==> src/rtl/quadrature_decoder.sv <==
// Quadrature encoder decoder: synchronizes A/B, decodes Gray-code steps into a
// modular position count with direction, step/wrap pulses and a sticky error.
module quadrature_decoder #(
  parameter int unsigned WIDTH = 8
) (
  input  logic             clk,
  input  logic             rst,
  input  logic             enc_a,
  input  logic             enc_b,
  input  logic             clr,
  input  logic             clr_err,
  output logic [WIDTH-1:0] count,
  output logic             dir,
  output logic             step,
  output logic             wrap,
  output logic             err
);

  localparam logic [WIDTH-1:0] ONE = WIDTH'(1);

  typedef enum logic [1:0] {
    WARM0,
    WARM1,
    WARM2,
    RUN
  } warm_t;

  warm_t      warm;
  logic [1:0] s1, s2, prev;
  logic [1:0] cur_pos, prev_pos, delta;
  logic       running, inc, dec, bad;

  // Map {a,b} to a linear phase 0..3 so the step direction is the phase delta.
  always_comb begin
    cur_pos  = {s2[1], s2[1] ^ s2[0]};
    prev_pos = {prev[1], prev[1] ^ prev[0]};
    delta    = cur_pos - prev_pos;
    running  = (warm == RUN);
    inc      = running && (delta == 2'd1);
    dec      = running && (delta == 2'd3);
    bad      = running && (delta == 2'd2);
  end

  always_ff @(posedge clk) begin
    if (rst) begin
      s1    <= '0;
      s2    <= '0;
      prev  <= '0;
      warm  <= WARM0;
      count <= '0;
      dir   <= 1'b0;
      step  <= 1'b0;
      wrap  <= 1'b0;
      err   <= 1'b0;
    end else begin
      s1   <= {enc_a, enc_b};
      s2   <= s1;
      prev <= s2;

      case (warm)
        WARM0:   warm <= WARM1;
        WARM1:   warm <= WARM2;
        default: warm <= RUN;
      endcase

      step <= 1'b0;
      wrap <= 1'b0;

      if (inc || dec)
        dir <= inc;

      // clr only squashes the count update; dir and err still follow decode.
      if (clr) begin
        count <= '0;
      end else if (inc) begin
        count <= count + ONE;
        step  <= 1'b1;
        wrap  <= (count == '1);
      end else if (dec) begin
        count <= count - ONE;
        step  <= 1'b1;
        wrap  <= (count == '0);
      end

      if (bad)
        err <= 1'b1;
      else if (clr_err)
        err <= 1'b0;
    end
  end

endmodule

==> config.mk <==
export PLATFORM = sky130hd
export DESIGN_NAME = quadrature_decoder
export DESIGN_NICKNAME = d
export VERILOG_FILES = /design/src/rtl/quadrature_decoder.sv
export SDC_FILE = /design/constraint.sdc
export NUM_CORES = 1
export LEC_CHECK = 0
export BUFFER_PORTS_ARGS = -buffer_cell sky130_fd_sc_hd__buf_2
export CAP_MARGIN = 20
export CORE_MARGIN = 2
export CORE_UTILIZATION = 50
export CTS_CLUSTER_DIAMETER = 100
export DETAILED_ROUTE_END_ITERATION = 8
export PLACE_DENSITY = 0.7
export SLEW_MARGIN = 20
export SYNTH_ARGS = -nofsm -noshare
export SYNTH_HDL_FRONTEND = slang
export SYNTH_SLANG_ARGS = --single-unit
==> constraint.sdc <==
create_clock -name clk -period 5 [get_ports clk]
set_clock_uncertainty 0.05 [all_clocks]
set_input_delay 1 -clock clk [delete_from_list [all_inputs] [get_ports clk]]
set_output_delay 1 -clock clk [all_outputs]
set_load 0.005 [all_outputs]
==> impl.org <==
** Status
- The run finished with clean final reports.

** STA
- Setup TNS after final layout :: 0 ns
- Fmax achieved :: 369 MHz
- Worst slew slack as a fraction of its limit :: 77.2%
- Hold Violations, Final :: 0
- For the pin with the worst max-slew slack, the measured transition is 0.341 ns.
- Setup repair after global routing left no endpoint under its margin.
- Final worst path period need :: 2.71 ns
- The number of slew-limit violations in the final report came to 0.
- Share of the clock period used by the worst path after layout :: 54.2%
- Setup violations remaining at the end of the flow were counted as 0.

** Placed design
- Port buffering added 17 buffers.
- The congestion estimate from routability-driven global placement came to 0.808.
- The wire-length estimate of the detail-placed layout is 1.43 mm.
- After detailed placement, the total cell area comes to 1130 um^2.

** Setup path
- Largest delay share family, worst path :: adder cells
- The slowest stage of the critical path is the sky130_fd_sc_hd__dfxtp_1 cell.
- The largest single stage delay on the critical path is 0.43 ns.
- STA classifies the critical path startpoint as a flop.
- CP cell instances :: xnor2_1, ha_1, xnor2_2, xnor2_2, nand2b_4, ha_1, a21oi_1, nand2_1, a21oi_2, mux2i_2, mux2i_1
- Crit Path Max Fanout :: 9
- Crit path buf inv count :: 0
- For the worst setup path, the data required time is 5.19 ns.
- The number of cells on the worst reg-to-reg path is 11.
- Crit path arrival time :: 2.90 ns
- Worst-case register-to-register setup slack :: 2.29 ns
- The endpoint identified for the worst register-to-register timing path is count[7].
- Crit Reg-Reg Startpoint :: s2[1]
- Setup CP Type :: flop to flop
- Endpoint type of the worst setup path :: flop

** Global routing
- GRT overflow :: 0
- The number of global-route vias before repair came to 756.
- Global routing used 18.4% of the available tracks across all layers.
- Global-route wire length before repair :: 3.39 mm
- Number of antenna violations at the first check in global routing :: 0
- Largest net degree at the start of global routing :: 14

** Logic synthesis
- Gate count of the mapped netlist :: 111
- Number of different library cells in the post-synthesis netlist :: 34
- The Yosys step of the flow raised 0 warnings.
- Averaged over all synthesized cells, the footprint is 9.25 um^2.
- Summing the sequential cell areas from Yosys gives 39.0% of the chip area.
- The number of nets in the synthesized netlist is 125.
- The mapped netlist covers 1030 um^2.
- Synthesis inferred 20 register bits.

** Clock tree
- CTS H-tree lvls :: 1
- Worst skew pair latency :: 0.30 ns
- In this run the deepest clock path goes through 2 buffers.
- Clock-pin slew was measured on the worst setup and hold paths at 0.12 ns.
- After clock tree synthesis, the repair step resized 0 gates.
- For this design, the sink count on the clock tree is 20.
- Buffers added to address setup during post-CTS repair amount to 0.
- Master cell of the clock root buffer :: sky130_fd_sc_hd__clkbuf_4
- Number of hold buffers added after CTS :: 0
- TritonCTS clock tree :: done
- Clock tree synthesis inserted a total of 3 buffers.

** Detailed routing
- Post-detailed-routing wire length :: 1.92 mm
- Once detail routing completed, the nets flagged for antenna violations numbered 0.
- The final route contains 828 vias.
- Average routed wire per standard cell :: 12.3 um
- After detailed routing, the number of remaining DRC violations is 0.
- Violation count after the first detailed-routing iteration :: 18
- TritonRoute pass-1 iters :: 4
- In the routed layout, each cell is associated on average with a via count of 5.31.

** Floorplanning
- Core area :: 1940 um^2
- Die Footprint :: 2430 um^2
- Y dimension of the die :: 49.3 um
- In this run the core area contains 16 standard-cell rows.
- Initial Util :: 52.9%
- 18 I/O pins were placed.
- In this run the horizontal extent of the chip is 49.3 um.

** Cells and area
- Design area :: 1180 um^2
- The number of antenna diodes in the final layout is 0.
- In the final design database the tool counted 144 nets.
- After filler insertion, the fill cell instance count of the layout stands at 196.
- Registers take 400 um^2.
- Area growth from synthesis to layout :: 14.9%
- In the final layout, the share of cells above drive strength 1 is 22.5%.
- Summing all multi-input logic gate instances after layout gives 604 um^2.

** Worst hold path
- Worst min-delay path startpoint :: s1[1]
- In this run the worst hold path is classified as flop to flop.
- Hold Path Depth :: 1
- Worst hold endpoint :: s2[1]

** Power
- Leak :: 0.497 nW
- VDD sags by at most 0.180 mV.
- For this design the ratio of total power to cell area is 283 nW/um^2.

** Flow run
- Maximum Capacitance Violations :: 0
## power breakdown
group          switching [mW]  internal [mW]
sequential            0.00383          0.164
clock                  0.0509         0.0810
combinational          0.0182         0.0161
## worst reg2reg max path: cells and delay by family (launching register included)
kind | cells | cell delay, ns
flops | 1 | 0.43
compound gates | 2 | 0.39
simple gates | 2 | 0.36
xor+xnor | 3 | 0.48
fa+ha+maj | 2 | 0.53
mux | 2 | 0.43
## kinds of logic after synthesis
| kind of cell | Yosys count | share of synthesized area (%) |
|---|---|---|
| buf+inv | 4 | 2.19 |
| fa+ha+maj | 8 | 10.5 |
| mux | 3 | 3.29 |
| compound gates | 18 | 10.1 |
| xor+xnor | 9 | 9.14 |
| flops | 20 | 39.0 |
| simple gates | 49 | 25.8 |
## state kept, by name, summed over array words and instances, names as in the netlist
register / cells
warm: 2
s1: 2
step: 1
count: 8
err: 1
wrap: 1
dir: 1
s2: 2
prev: 2
## placed cells by master (no fill, tap or decap), types with 2 or more instances in the layout
cell	n
sky130_fd_sc_hd__xor2_1	2
sky130_fd_sc_hd__clkbuf_4	3
sky130_fd_sc_hd__nand2_1	16
sky130_fd_sc_hd__nand4_1	3
sky130_fd_sc_hd__nor2_1	7
sky130_fd_sc_hd__nor4_1	2
sky130_fd_sc_hd__nor3_1	3
sky130_fd_sc_hd__mux2i_1	2
sky130_fd_sc_hd__ha_1	7
sky130_fd_sc_hd__xnor2_2	2
sky130_fd_sc_hd__xnor2_1	5
sky130_fd_sc_hd__a21oi_1	11
sky130_fd_sc_hd__nand3_1	3
sky130_fd_sc_hd__dfxtp_1	20
sky130_fd_sc_hd__nor2b_1	7
sky130_fd_sc_hd__buf_2	17
## stage by stage
step | utilization [%] | instances | hold slack (ns) | total power, mW | setup slack, ns
floorplan | - | 111 | 0.364 | 0.198 | 2.53
global placement | 58.1 | 152 | 0.375 | 0.205 | 2.33
detailed placement | 58.1 | 152 | 0.378 | 0.206 | 2.32
CTS | 60.8 | 156 | 0.407 | 0.337 | 2.27
global route | 60.8 | 156 | 0.419 | 0.347 | 2.02
finish | 60.8 | 156 | 0.400 | 0.334 | 2.29
## cell type report
class	count	share of cell area, %
clock buffer	3	1.91
clock inverter	1	2.55
inverter	1	0.318
multi-input combinational	87	51.2
sequential	20	33.9
tap	27	2.86
timing repair buffer	17	7.21
## metal layers
metal	track usage [%]	wire, um
met1	24.6	943
met3	2.76	83
met4	10.0	42
met2	28.4	854
met5	0	0
## cell usage after synthesis (all sizes together)
| cell | instances | area, um^2 |
|---|---|---|
| nor2 | 8 | 37.5 |
| a21o | 1 | 7.51 |
| nand2 | 16 | 60.1 |
| o2bb2ai | 1 | 8.76 |
| mux2i | 3 | 33.8 |
| nand2b | 2 | 20.0 |
| buf | 1 | 11.3 |
| nor3 | 3 | 15.0 |
| or3 | 1 | 6.26 |
| a31oi | 1 | 6.26 |
| xor2 | 2 | 17.5 |
| a211oi | 1 | 7.51 |
| nor2b | 7 | 43.8 |
| nand3 | 3 | 15.0 |
| a21oi | 12 | 63.8 |
| or2 | 2 | 12.5 |
| xnor2 | 7 | 76.3 |
| dfxtp | 20 | 400 |
| nand4b | 1 | 8.76 |
| nor4 | 2 | 12.5 |
| nor4b | 1 | 15.0 |
| clkbuf | 2 | 7.51 |
| inv | 1 | 3.75 |
| fa | 1 | 20.0 |
| ha | 7 | 87.6 |
| o21ai | 2 | 10.0 |
| nand4 | 3 | 18.8 |
## worst max path at each step
stage,start,endpoint,slack [ns],depth (start not counted)
floorplan,s2[1],count[7],2.53,11
global placement,s2[1],count[7],2.33,11
detailed placement,s2[1],count[7],2.32,11
CTS,s2[1],count[7],2.27,11
global route,s2[1],count[7],2.02,11
finish,s2[1],count[7],2.29,11
Power figures use the tool's default switching activity.
